$ cat config.mk
export PLATFORM = sky130hd
export DESIGN_NAME = mem_port_arbiter
export DESIGN_NICKNAME = d
export VERILOG_FILES = /design/src/rtl/mem_port_arbiter_pkg.sv /design/src/rtl/mem_arb_stats.sv /design/src/rtl/mem_port_arbiter.sv
export SDC_FILE = /design/constraint.sdc
export NUM_CORES = 1
export LEC_CHECK = 0
export CAP_MARGIN = 0
export CELL_PAD_IN_SITES_DETAIL_PLACEMENT = 1
export CELL_PAD_IN_SITES_GLOBAL_PLACEMENT = 1
export CORE_MARGIN = 3
export CORE_UTILIZATION = 35
export CTS_BUF_LIST = sky130_fd_sc_hd__clkbuf_2 sky130_fd_sc_hd__clkbuf_4 sky130_fd_sc_hd__clkbuf_8
export CTS_CLUSTER_DIAMETER = 150
export DETAILED_ROUTE_END_ITERATION = 7
export PLACE_DENSITY_LB_ADDON = 0.1
export RECOVER_POWER = 50
export SKIP_CTS_REPAIR_TIMING = 1
export SLEW_MARGIN = 20
export SYNTH_ARGS = -nofsm -noshare
export SYNTH_HDL_FRONTEND = slang
export SYNTH_SLANG_ARGS = --single-unit
export TNS_END_PERCENT = 1
$ cat constraint.sdc
create_clock -name CLK -period 8.8 [get_ports CLK]
set_clock_uncertainty 0.05 [all_clocks]
set_input_delay 0.88 -clock CLK [delete_from_list [all_inputs] [get_ports CLK]]
set_output_delay 0.88 -clock CLK [all_outputs]
set_load 0.01 [all_outputs]
$ cat src/rtl/mem_port_arbiter_pkg.sv
// ----------------------------------------------------------------------------
// mem_port_arbiter_pkg
//   Shared definitions for the fetch/data SRAM port arbiter:
//   - owner encoding of the access whose read data returns next cycle
//   - arbitration mode encoding
//   - active-low SRAM control levels
//   - helper that derives the next owner from this cycle's grant
// ----------------------------------------------------------------------------
package mem_port_arbiter_pkg;

  localparam int DATA_W = 32;
  localparam int BE_W   = 4;
  localparam int WAIT_W = 4;

  // SRAM CSN/WEN are active low.
  localparam logic SRAM_ON  = 1'b0;
  localparam logic SRAM_OFF = 1'b1;

  typedef enum logic [1:0] {
    OWN_NONE = 2'd0,
    OWN_I    = 2'd1,
    OWN_DR   = 2'd2
  } owner_e;

  typedef enum logic {
    PRI_D   = 1'b0,
    FORCE_I = 1'b1
  } mode_e;

  // Only reads produce a return; a data write leaves the owner empty.
  function automatic owner_e owner_next(input logic i_gnt,
                                        input logic d_gnt,
                                        input logic d_we);
    if (i_gnt)
      return OWN_I;
    else if (d_gnt && !d_we)
      return OWN_DR;
    else
      return OWN_NONE;
  endfunction

endpackage

$ cat src/rtl/mem_arb_stats.sv
// ----------------------------------------------------------------------------
// mem_arb_stats
//   Free-running performance counters for the SRAM port arbiter. Each counter
//   adds one per qualifying cycle and wraps at 2^CWIDTH.
//
// Ports
//   CLK          in   clock, rising edge
//   RST          in   asynchronous active-high reset
//   i_gnt        in   fetch granted this cycle
//   d_gnt        in   data granted this cycle
//   i_stall      in   fetch requested but not granted this cycle
//   i_cnt        out  granted fetches
//   d_cnt        out  granted data accesses
//   i_stall_cnt  out  fetch stall cycles
// ----------------------------------------------------------------------------
module mem_arb_stats #(
  parameter int CWIDTH = 32
) (
  input  logic              CLK,
  input  logic              RST,
  input  logic              i_gnt,
  input  logic              d_gnt,
  input  logic              i_stall,
  output logic [CWIDTH-1:0] i_cnt,
  output logic [CWIDTH-1:0] d_cnt,
  output logic [CWIDTH-1:0] i_stall_cnt
);

  always_ff @(posedge CLK or posedge RST) begin
    if (RST) begin
      i_cnt       <= '0;
      d_cnt       <= '0;
      i_stall_cnt <= '0;
    end else begin
      if (i_gnt)   i_cnt       <= i_cnt + 1'b1;
      if (d_gnt)   d_cnt       <= d_cnt + 1'b1;
      if (i_stall) i_stall_cnt <= i_stall_cnt + 1'b1;
    end
  end

endmodule

$ cat src/rtl/mem_port_arbiter.sv
// ----------------------------------------------------------------------------
// mem_port_arbiter
//   Shares one single-port synchronous SRAM between the instruction-fetch port
//   (I) and the data port (D). One grant per cycle at most, decided
//   combinationally from the requests and the registered mode. Data has fixed
//   priority; after MAX_WAIT-1 consecutive denied fetch cycles the mode
//   switches to FORCE_I so fetch wins the next cycle. Read data returns one
//   cycle after grant on the port that owned the access.
//
// Ports
//   CLK, RST                       clock / async active-high reset
//   I_REQ, I_ADDR                  fetch request and word address
//   I_GNT, I_RVALID, I_RDATA       fetch grant, return valid, return data
//   D_REQ, D_WE, D_ADDR, D_BE,
//   D_WDATA                        data request, write flag, address, byte
//                                  enables, write data
//   D_GNT, D_RVALID, D_RDATA       data grant, read return valid and data
//   M_CSN, M_WEN, M_ADDR, M_BE,
//   M_DI, M_DOUT                   SRAM interface (active-low CSN/WEN)
//   I_CNT, D_CNT, I_STALL_CNT      wrapping performance counters
// ----------------------------------------------------------------------------
module mem_port_arbiter
  import mem_port_arbiter_pkg::*;
#(
  parameter int AWIDTH   = 10,
  parameter int MAX_WAIT = 4,
  parameter int CWIDTH   = 32
) (
  input  logic              CLK,
  input  logic              RST,
  // fetch port
  input  logic              I_REQ,
  input  logic [AWIDTH-1:0] I_ADDR,
  output logic              I_GNT,
  output logic              I_RVALID,
  output logic [DATA_W-1:0] I_RDATA,
  // data port
  input  logic              D_REQ,
  input  logic              D_WE,
  input  logic [AWIDTH-1:0] D_ADDR,
  input  logic [BE_W-1:0]   D_BE,
  input  logic [DATA_W-1:0] D_WDATA,
  output logic              D_GNT,
  output logic              D_RVALID,
  output logic [DATA_W-1:0] D_RDATA,
  // SRAM
  output logic              M_CSN,
  output logic              M_WEN,
  output logic [AWIDTH-1:0] M_ADDR,
  output logic [BE_W-1:0]   M_BE,
  output logic [DATA_W-1:0] M_DI,
  input  logic [DATA_W-1:0] M_DOUT,
  // statistics
  output logic [CWIDTH-1:0] I_CNT,
  output logic [CWIDTH-1:0] D_CNT,
  output logic [CWIDTH-1:0] I_STALL_CNT
);

  // The mode flips once the wait counter would reach this value, so the
  // fetch is served no later than its MAX_WAIT-th requested cycle.
  localparam int FORCE_AT = MAX_WAIT - 1;

  mode_e             mode_q, mode_d;
  logic [WAIT_W-1:0] wait_q, wait_d;
  owner_e            owner_q;
  logic              i_gnt, d_gnt, d_wr, i_stall;
  logic [DATA_W-1:0] i_rdata_q, d_rdata_q;

  // --------------------------------------------------------------------------
  // Arbitration FSM: state register
  // --------------------------------------------------------------------------
  // NOTE: sequential state uses non-blocking assignments so every register
  // samples pre-edge values, independent of process evaluation order.
  always_ff @(posedge CLK or posedge RST) begin
    if (RST) begin
      mode_q <= PRI_D;
      wait_q <= '0;
    end else begin
      mode_q <= mode_d;
      wait_q <= wait_d;
    end
  end

  // --------------------------------------------------------------------------
  // Arbitration FSM: next state
  // --------------------------------------------------------------------------
  // NOTE: every variable gets a default at the top of the block so no path
  // leaves it unassigned and no latch is inferred.
  always_comb begin
    mode_d = mode_q;
    wait_d = i_stall ? wait_q + 1'b1 : '0;
    case (mode_q)
      PRI_D:   if (i_stall && (int'(wait_q) + 1 >= FORCE_AT)) mode_d = FORCE_I;
      FORCE_I: if (i_gnt || !I_REQ) mode_d = PRI_D;
      default: mode_d = PRI_D;
    endcase
  end

  // --------------------------------------------------------------------------
  // Arbitration FSM: outputs (grants). Held off while reset is asserted.
  // --------------------------------------------------------------------------
  always_comb begin
    i_gnt = 1'b0;
    d_gnt = 1'b0;
    if (!RST) begin
      case (mode_q)
        PRI_D: begin
          d_gnt = D_REQ;
          i_gnt = I_REQ & ~D_REQ;
        end
        FORCE_I: begin
          i_gnt = I_REQ;
          d_gnt = D_REQ & ~I_REQ;
        end
        default: ;
      endcase
    end
  end

  assign i_stall = I_REQ & ~i_gnt;
  assign d_wr    = d_gnt & D_WE;

  // --------------------------------------------------------------------------
  // SRAM drive. With no grant the address/data paths default to the I side;
  // CSN high makes them don't-care.
  // --------------------------------------------------------------------------
  assign M_CSN  = (i_gnt || d_gnt) ? SRAM_ON : SRAM_OFF;
  assign M_WEN  = d_wr ? SRAM_ON : SRAM_OFF;
  assign M_ADDR = d_gnt ? D_ADDR : I_ADDR;
  assign M_BE   = d_wr ? D_BE : '0;
  assign M_DI   = D_WDATA;

  // --------------------------------------------------------------------------
  // Read return: the owner register tags the access issued at the last edge.
  // Reset clears it asynchronously, discarding any in-flight read.
  // --------------------------------------------------------------------------
  always_ff @(posedge CLK or posedge RST) begin
    if (RST) owner_q <= OWN_NONE;
    else     owner_q <= owner_next(i_gnt, d_gnt, D_WE);
  end

  assign I_RVALID = (owner_q == OWN_I);
  assign D_RVALID = (owner_q == OWN_DR);

  // Each port keeps showing its last returned word while another port owns
  // the SRAM output.
  always_ff @(posedge CLK or posedge RST) begin
    if (RST) begin
      i_rdata_q <= '0;
      d_rdata_q <= '0;
    end else begin
      if (I_RVALID) i_rdata_q <= M_DOUT;
      if (D_RVALID) d_rdata_q <= M_DOUT;
    end
  end

  assign I_RDATA = I_RVALID ? M_DOUT : i_rdata_q;
  assign D_RDATA = D_RVALID ? M_DOUT : d_rdata_q;

  assign I_GNT = i_gnt;
  assign D_GNT = d_gnt;

  // --------------------------------------------------------------------------
  // Statistics
  // --------------------------------------------------------------------------
  mem_arb_stats #(
    .CWIDTH (CWIDTH)
  ) u_stats (
    .CLK         (CLK),
    .RST         (RST),
    .i_gnt       (i_gnt),
    .d_gnt       (d_gnt),
    .i_stall     (i_stall),
    .i_cnt       (I_CNT),
    .d_cnt       (D_CNT),
    .i_stall_cnt (I_STALL_CNT)
  );

endmodule

==> metrics.md, run 1 <==
| Metric | Value |
|---|---|
| Setup TNS | `0 ns` |
| Delay-heaviest family, CP | `compound AO/OA/AOI/OAI gates` |
| Growth of design area from synthesis to finish | `39.1%` |
| Ant. Diodes | `0` |
| Worst vdd ir | `0.000105 V` |
| CP Cell Sequence | `dlygate4sd3_1 > nand2b_1 > a21oi_1 > mux2_2 > clkdlybuf4s50_1` |
| Commonest non-fill, non-tap cell in the layout | `clkdlybuf4s50_1` |
| Bufs and invs on worst path | `2` |
| Post-DP HPWL | `15500 um` |
| Routed WL | `20600 um` |
| Util after Layout | `0.502` |
| Post-synth top area cell | `dfrtp_1` |
| # clock sinks | `167` |
| RSZ-0062 raised after global routing | `no` |
| Worst hold path type | `flip-flop to flip-flop` |
| Die X | `151 um` |
| Clock Tree Buf Depth | `2` |
| CTS root buf | `clkbuf_8` |
| Die area | `22900 um^2` |
| Hold Violations, Final | `0` |
| # port buffers | `240` |
| Post-Synthesis Net Count | `700` |
| Status | `finished, violations left` |
| Register area share after synthesis | `0.565` |
| # setup viols final | `0` |
| Crit-path max cell delay | `1.45 ns` |
| Nets@finish | `917` |
| Ports | `305` |
| Setup crit start kind | `input port` |
| Commonest non-fill, non-tap cells in the layout | `clkdlybuf4s50_1 (184), dfrtp_1 (167), xnor2_1 (56), dlygate4sd3_1 (56), mux2_1 (53)` |
| Top FF cell, synth | `dfrtp_1` |
| Post-Place Cells | `1070` |
| Drc violations | `0` |
| Ratio of cells with drive above 1 in the final layout | `0.0805` |
| Post-synthesis cell count | `602` |
| Mapped Area | `7390 um^2` |
| Post-layout min period | `5.11 ns` |
| Number of global-route vias before repair | `5823` |
| Part of the cycle the worst path needs | `0.581` |
| Worst-margin pin slew | `2.03 ns` |
| EDFF count, synth | `0` |
| CTS buffer count | `17` |
| Initial antenna violation count | `0` |
| Failing checks | `capacitance limit, slew limit` |
| Post-route ant nets | `0` |
| Setup crit end kind | `primary output` |
| Starting Density | `0.361` |
| Worst EP required | `7.87 ns` |
| Final cell count without fillers | `1102` |
| DIE HEIGHT | `151 um` |
| First-pass GRT wire length | `31900 um` |
| Pre-antenna DRT Iters | `4` |
| Core box area | `20500 um^2` |
| DRT iter0 DRCs | `169` |
| DR WL/cell | `18.7 um` |
| CP arrival | `4.18 ns` |
| Fill cells | `2139` |
| FF+latch count, synth | `167` |
| Netlist cell types | `37` |
| Slew Limit Headroom | `-0.355` |
| Tot GR Track Use | `0.179` |
| Slew Limit Fails | `91` |
| Largest cells by area after synthesis | `dfrtp_1 (57%), mux2_2 (12%), xnor2_1 (6.6%), xor2_1 (4.6%), buf_4 (3.2%)` |
| Fmax | `196 MHz` |
| Congestion Overflow GR | `0` |
| Via count | `5385` |
| Share of the synthesized area in the top cell type | `0.565` |
| TritonCTS clock tree | `yes` |
| Clock slew at the register clock pins of the worst setup and hold paths | `0.09 ns` |
| Post-place setup slack | `4.40 ns` |
| Asr flop ratio synth | `1.00` |
| Setup ws final | `3.69 ns` |
| Slowest CP cell | `a21oi_1` |
| Routability-driven placement congestion ratio | `0.861` |
| PD cells | `204 nW/um^2` |
| Average size of a mapped cell | `12.3 um^2` |
| Synth warnings | `0` |
| Pin count of the biggest net entering global routing | `89` |
| # rows | `52` |
| Via/cell ratio | `4.89` |
| Kind of critical path | `input port to primary output` |
| P_leak | `4.51 nW` |
| Clk_lat worst skew | `0.44 ns` |
| CP Max Fanout | `22` |
| Htree depth | `4` |
| Max-cap viol count | `3` |
synth_stat cells, drive strengths merged, types with 2 or more instances:
cell type / count
a21oi: 2
buf: 35
nor4: 7
and2: 5
inv: 6
xnor2: 56
nor2: 37
clkbuf: 10
nand3: 40
nand2: 40
xor2: 39
nor3: 8
and4: 7
and3: 15
ha: 5
nand2b: 5
o21ai: 2
mux2: 77
nor2b: 4
nand4: 25
dfrtp: 167
power breakdown:
part	switching, mW	internal [mW]
Combinational	0.241	0.302
Clock	0.287	0.311
Sequential	0.0753	0.878
layout make-up:
cell class | count | area, um^2 | share of cell area
clock buffers | 17 | 234 | 0.0227
clock inverters | 15 | 203 | 0.0197
inverters | 6 | 27.5 | 0.00268
multi-input cells | 384 | 2890 | 0.280
flip-flops and latches | 167 | 4180 | 0.406
well taps | 270 | 338 | 0.0328
repair buffers | 243 | 2420 | 0.235
kinds of logic after synthesis:
group | synth area share
flops | 0.565
simple gates | 0.145
buf+inv | 0.0442
compound gates | 0.00745
xor+xnor | 0.113
mux | 0.117
fa+ha+maj | 0.00846
worst reg2reg max path: cells and delay by family (launching register included):
| kind | cells | cell delay, ns |
|---|---|---|
| buf+inv | 1 | 1.44 |
| flops | 1 | 0.39 |
| mux | 1 | 0.49 |
| simple gates | 1 | 0.10 |
registers in the layout (all words and copies together) (netlist names):
register and count:
u_stats.i_cnt 32, owner_q 2, wait_q 4, u_stats.i_stall_cnt 32, d_rdata_q 32, u_stats.d_cnt 32, mode_q 1, i_rdata_q 32
final timing paths:
check	start	endpoint	slack, ns	depth (start not counted)
min in group asynchronous	RST	wait_q[3]	1.12	2
setup / recovery	RST	M_ADDR[8]	3.69	5
setup reg to reg	owner_q[0]	d_rdata_q[17]	6.21	3
hold / removal	u_stats.i_stall_cnt[31]	u_stats.i_stall_cnt[31]	0.42	1
max in group asynchronous	RST	u_stats.i_stall_cnt[7]	6.31	3
hold reg to reg	u_stats.i_stall_cnt[31]	u_stats.i_stall_cnt[31]	0.42	1
stage by stage:
stage | area, um^2 | hold WS [ns] | total power [mW]
4_1_cts | 10300 | 0.425 | 2.15
2_1_floorplan | 7390 | 0.443 | 1.21
3_3_place_gp | 9860 | 0.409 | 1.52
5_1_grt | 10300 | 0.447 | 2.21
6_report | 10300 | 0.416 | 2.10
3_5_place_dp | 9860 | 0.412 | 1.54
routing by layer:
layer / vias up / global-route usage / part of all wire
met5: - / 0 / 0
met4: 0 / 0.0435 / 0.014
met3: 30 / 0.0476 / 0.053
met2: 155 / 0.305 / 0.50
met1: 2727 / 0.227 / 0.44
li1: 2473 / - / -
No activity file was read; power rests on OpenSTA's default activity.
==> run 2: changes to the inputs <==
--- a/config.mk
+++ b/config.mk
@@ -9,7 +9,7 @@
 export CELL_PAD_IN_SITES_DETAIL_PLACEMENT = 1
 export CELL_PAD_IN_SITES_GLOBAL_PLACEMENT = 1
 export CORE_MARGIN = 3
-export CORE_UTILIZATION = 35
+export CORE_UTILIZATION = 31
 export CTS_BUF_LIST = sky130_fd_sc_hd__clkbuf_2 sky130_fd_sc_hd__clkbuf_4 sky130_fd_sc_hd__clkbuf_8
 export CTS_CLUSTER_DIAMETER = 150
 export DETAILED_ROUTE_END_ITERATION = 7
==> constraint.sdc (replaced) <==
create_clock -name CLK -period 4.1 [get_ports CLK]
set_clock_uncertainty 0.05 [all_clocks]
set_input_delay 0.41 -clock CLK [delete_from_list [all_inputs] [get_ports CLK]]
set_output_delay 0.41 -clock CLK [all_outputs]
set_load 0.01 [all_outputs]
==> run 2 against run 1 <==
The flow still finishes with violations (capacitance limit, slew limit). Worst hold slack improved by 0.0081 ns. Non-clock buffer count up 2. Cell count increased by 4.1%. Sequential share of layout area down 0.14 points. Clock-buffer cell count is 1 higher. Combinational power is 110% higher. Register-to-register slack got worse by 4.4 ns. Via count shrank 1.7%. Highest routed layer unchanged.
==> metrics.md, run 2 (synthesis gave the netlist of run 1 again) <==
| Metric | Value |
|---|---|
| Clk_lat worst skew | `0.45 ns` |
| Ratio of cells with drive above 1 in the final layout | `0.0983` |
| Failing checks | `capacitance limit, slew limit` |
| Fill cells | `2441` |
| Setup crit start kind | `input port` |
| Grt peak-use layer | `met2` |
| Nets@finish | `919` |
| Part of the cycle the worst path needs | `0.726` |
| Ports | `305` |
| Worst hold path type | `flip-flop to flip-flop` |
| Worst-margin pin slew | `2.28 ns` |
| Clk pwr share | `0.272` |
| Register area | `4180 um^2` |
| Congestion Overflow GR | `0` |
| P_leak | `4.35 nW` |
| Clock slew at the register clock pins of the worst setup and hold paths | `0.10 ns` |
| Internal | `3.08 mW` |
| CP Max Fanout | `22` |
| Max-cap viol count | `1` |
| Post-layout min period | `2.98 ns` |
| Sw Share | `0.304` |
| Growth of design area from synthesis to finish | `39.6%` |
| PD cells | `428 nW/um^2` |
| Util after Layout | `0.448` |
| CP Cell Sequence | `dlygate4sd3_1 > nand2b_1 > a21oi_2 > buf_4 > mux2_2 > clkdlybuf4s50_1` |
| Post-place setup slack | `1.16 ns` |
| # setup viols final | `0` |
| Fmax | `336 MHz` |
| Clock Tree Buf Depth | `2` |
| CTS buffer count | `17` |
| First-pass GRT wire length | `32900 um` |
| Slowest CP cell | `dlygate4sd3_1` |
| Routed WL | `20400 um` |
| Setup ws final | `1.12 ns` |
| CP arrival | `2.52 ns` |
| Net switching power | `1.34 mW` |
| Bufs and invs on worst path | `3` |
| Slew Limit Headroom | `-0.520` |
| Power share of the combinational group | `0.263` |
| Crit-path max cell delay | `0.62 ns` |
| Initial antenna violation count | `0` |
| Via/cell ratio | `4.62` |
| Post-Place Cells | `1115` |
| Worst EP required | `3.64 ns` |
| Commonest non-fill, non-tap cells in the layout | `clkdlybuf4s50_1 (239), dfrtp_1 (167), xnor2_1 (56)` |
| Final cell count without fillers | `1147` |
| # port buffers | `240` |
| Slew Limit Fails | `168` |
| TritonCTS clock tree | `yes` |
| Met1 Use GR | `0.197` |
| RSZ-0062 raised after global routing | `no` |
| Die X | `160 um` |
| Starting Density | `0.321` |
| Post-DP HPWL | `15200 um` |
| Die area | `25700 um^2` |
| M2 GR Usage | `0.276` |
| Reg power frac | `0.465` |
| Core box area | `23100 um^2` |
| Post-route ant nets | `0` |
| M3 GR Usage | `0.0415` |
| Pin count of the biggest net entering global routing | `168` |
| # clock sinks | `167` |
| Tot GR Track Use | `0.158` |
| DR WL/cell | `17.8 um` |
| # rows | `55` |
| Status | `finished, violations left` |
| Hold Violations, Final | `0` |
| CTS root buf | `clkbuf_8` |
| DRT iter0 DRCs | `157` |
| Commonest non-fill, non-tap cell in the layout | `clkdlybuf4s50_1` |
| Htree depth | `4` |
| Area occupied by multi-input gates | `2890 um^2` |
| Delay-heaviest family, CP | `buffers and inverters` |
| Pre-antenna DRT Iters | `4` |
| DIE HEIGHT | `160 um` |
| Worst vdd ir | `0.000271 V` |
| Routability-driven placement congestion ratio | `0.765` |
| Drc violations | `0` |
| Number of global-route vias before repair | `5883` |
| Ant. Diodes | `0` |
| Setup crit end kind | `primary output` |
| Via count | `5295` |
| Kind of critical path | `input port to primary output` |
-- run 2: changes by cell type in the layout (fill, tap and decap cells not counted), moves of 5 or more --
| cell | delta |
|---|---|
| clkdlybuf4s50_1 | +55 |
| dlygate4sd3_1 | -55 |
| inv_6 | +5 |
| mux2_1 | -10 |
| mux2_2 | +10 |
-- run 2: metal layers --
layer,vias up,share of wire
met5,-,0
met4,0,0.012
met3,19,0.042
met2,146,0.51
met1,2657,0.44
li1,2473,-
-- run 2: final cells by class --
type | count | area share
clock buffers | 18 | 0.0240
inverters | 6 | 0.00230
multi-input cells | 384 | 0.280
well taps | 313 | 0.0379
clock inverters | 14 | 0.0145
flip-flops and latches | 167 | 0.405
repair buffers | 245 | 0.236
-- run 2: path summary, 6_finish.rpt --
kind / from / endpoint / slack (ns) / depth (start not counted)
min in group asynchronous: RST / u_stats.i_stall_cnt[22] / 1.48 / 3
worst max register to register: u_stats.i_cnt[0] / u_stats.i_cnt[28] / 1.83 / 6
worst max-delay path: RST / M_ADDR[8] / 1.12 / 6
worst min-delay path: u_stats.i_cnt[31] / u_stats.i_cnt[31] / 0.42 / 1
worst min register to register: u_stats.i_cnt[31] / u_stats.i_cnt[31] / 0.42 / 1
max in group asynchronous: RST / i_rdata_q[11] / 1.19 / 3
-- run 2: stage by stage --
stage | hold WS [ns] | setup TNS (ns) | total power, mW | instance area [um^2]
after global placement | 0.408 | 0 | 3.27 | 9940
after detailed placement | 0.419 | 0 | 3.31 | 9940
final | 0.424 | 0 | 4.42 | 10300
after global routing | 0.451 | 0 | 4.68 | 10300
after CTS | 0.433 | 0 | 4.54 | 10300
after floorplan | 0.426 | -1.56 | 2.59 | 7400
-- run 2: power by group through the flow --
stage          registers, mW  logic [mW]  clock network, mW
6_report                2.05        1.16               1.20
4_1_cts                 2.06        1.22               1.27
3_5_place_dp            2.09        1.22                  0
2_1_floorplan           2.08       0.515                  0
5_1_grt                 2.09        1.25               1.34
3_3_place_gp            2.07        1.19                  0
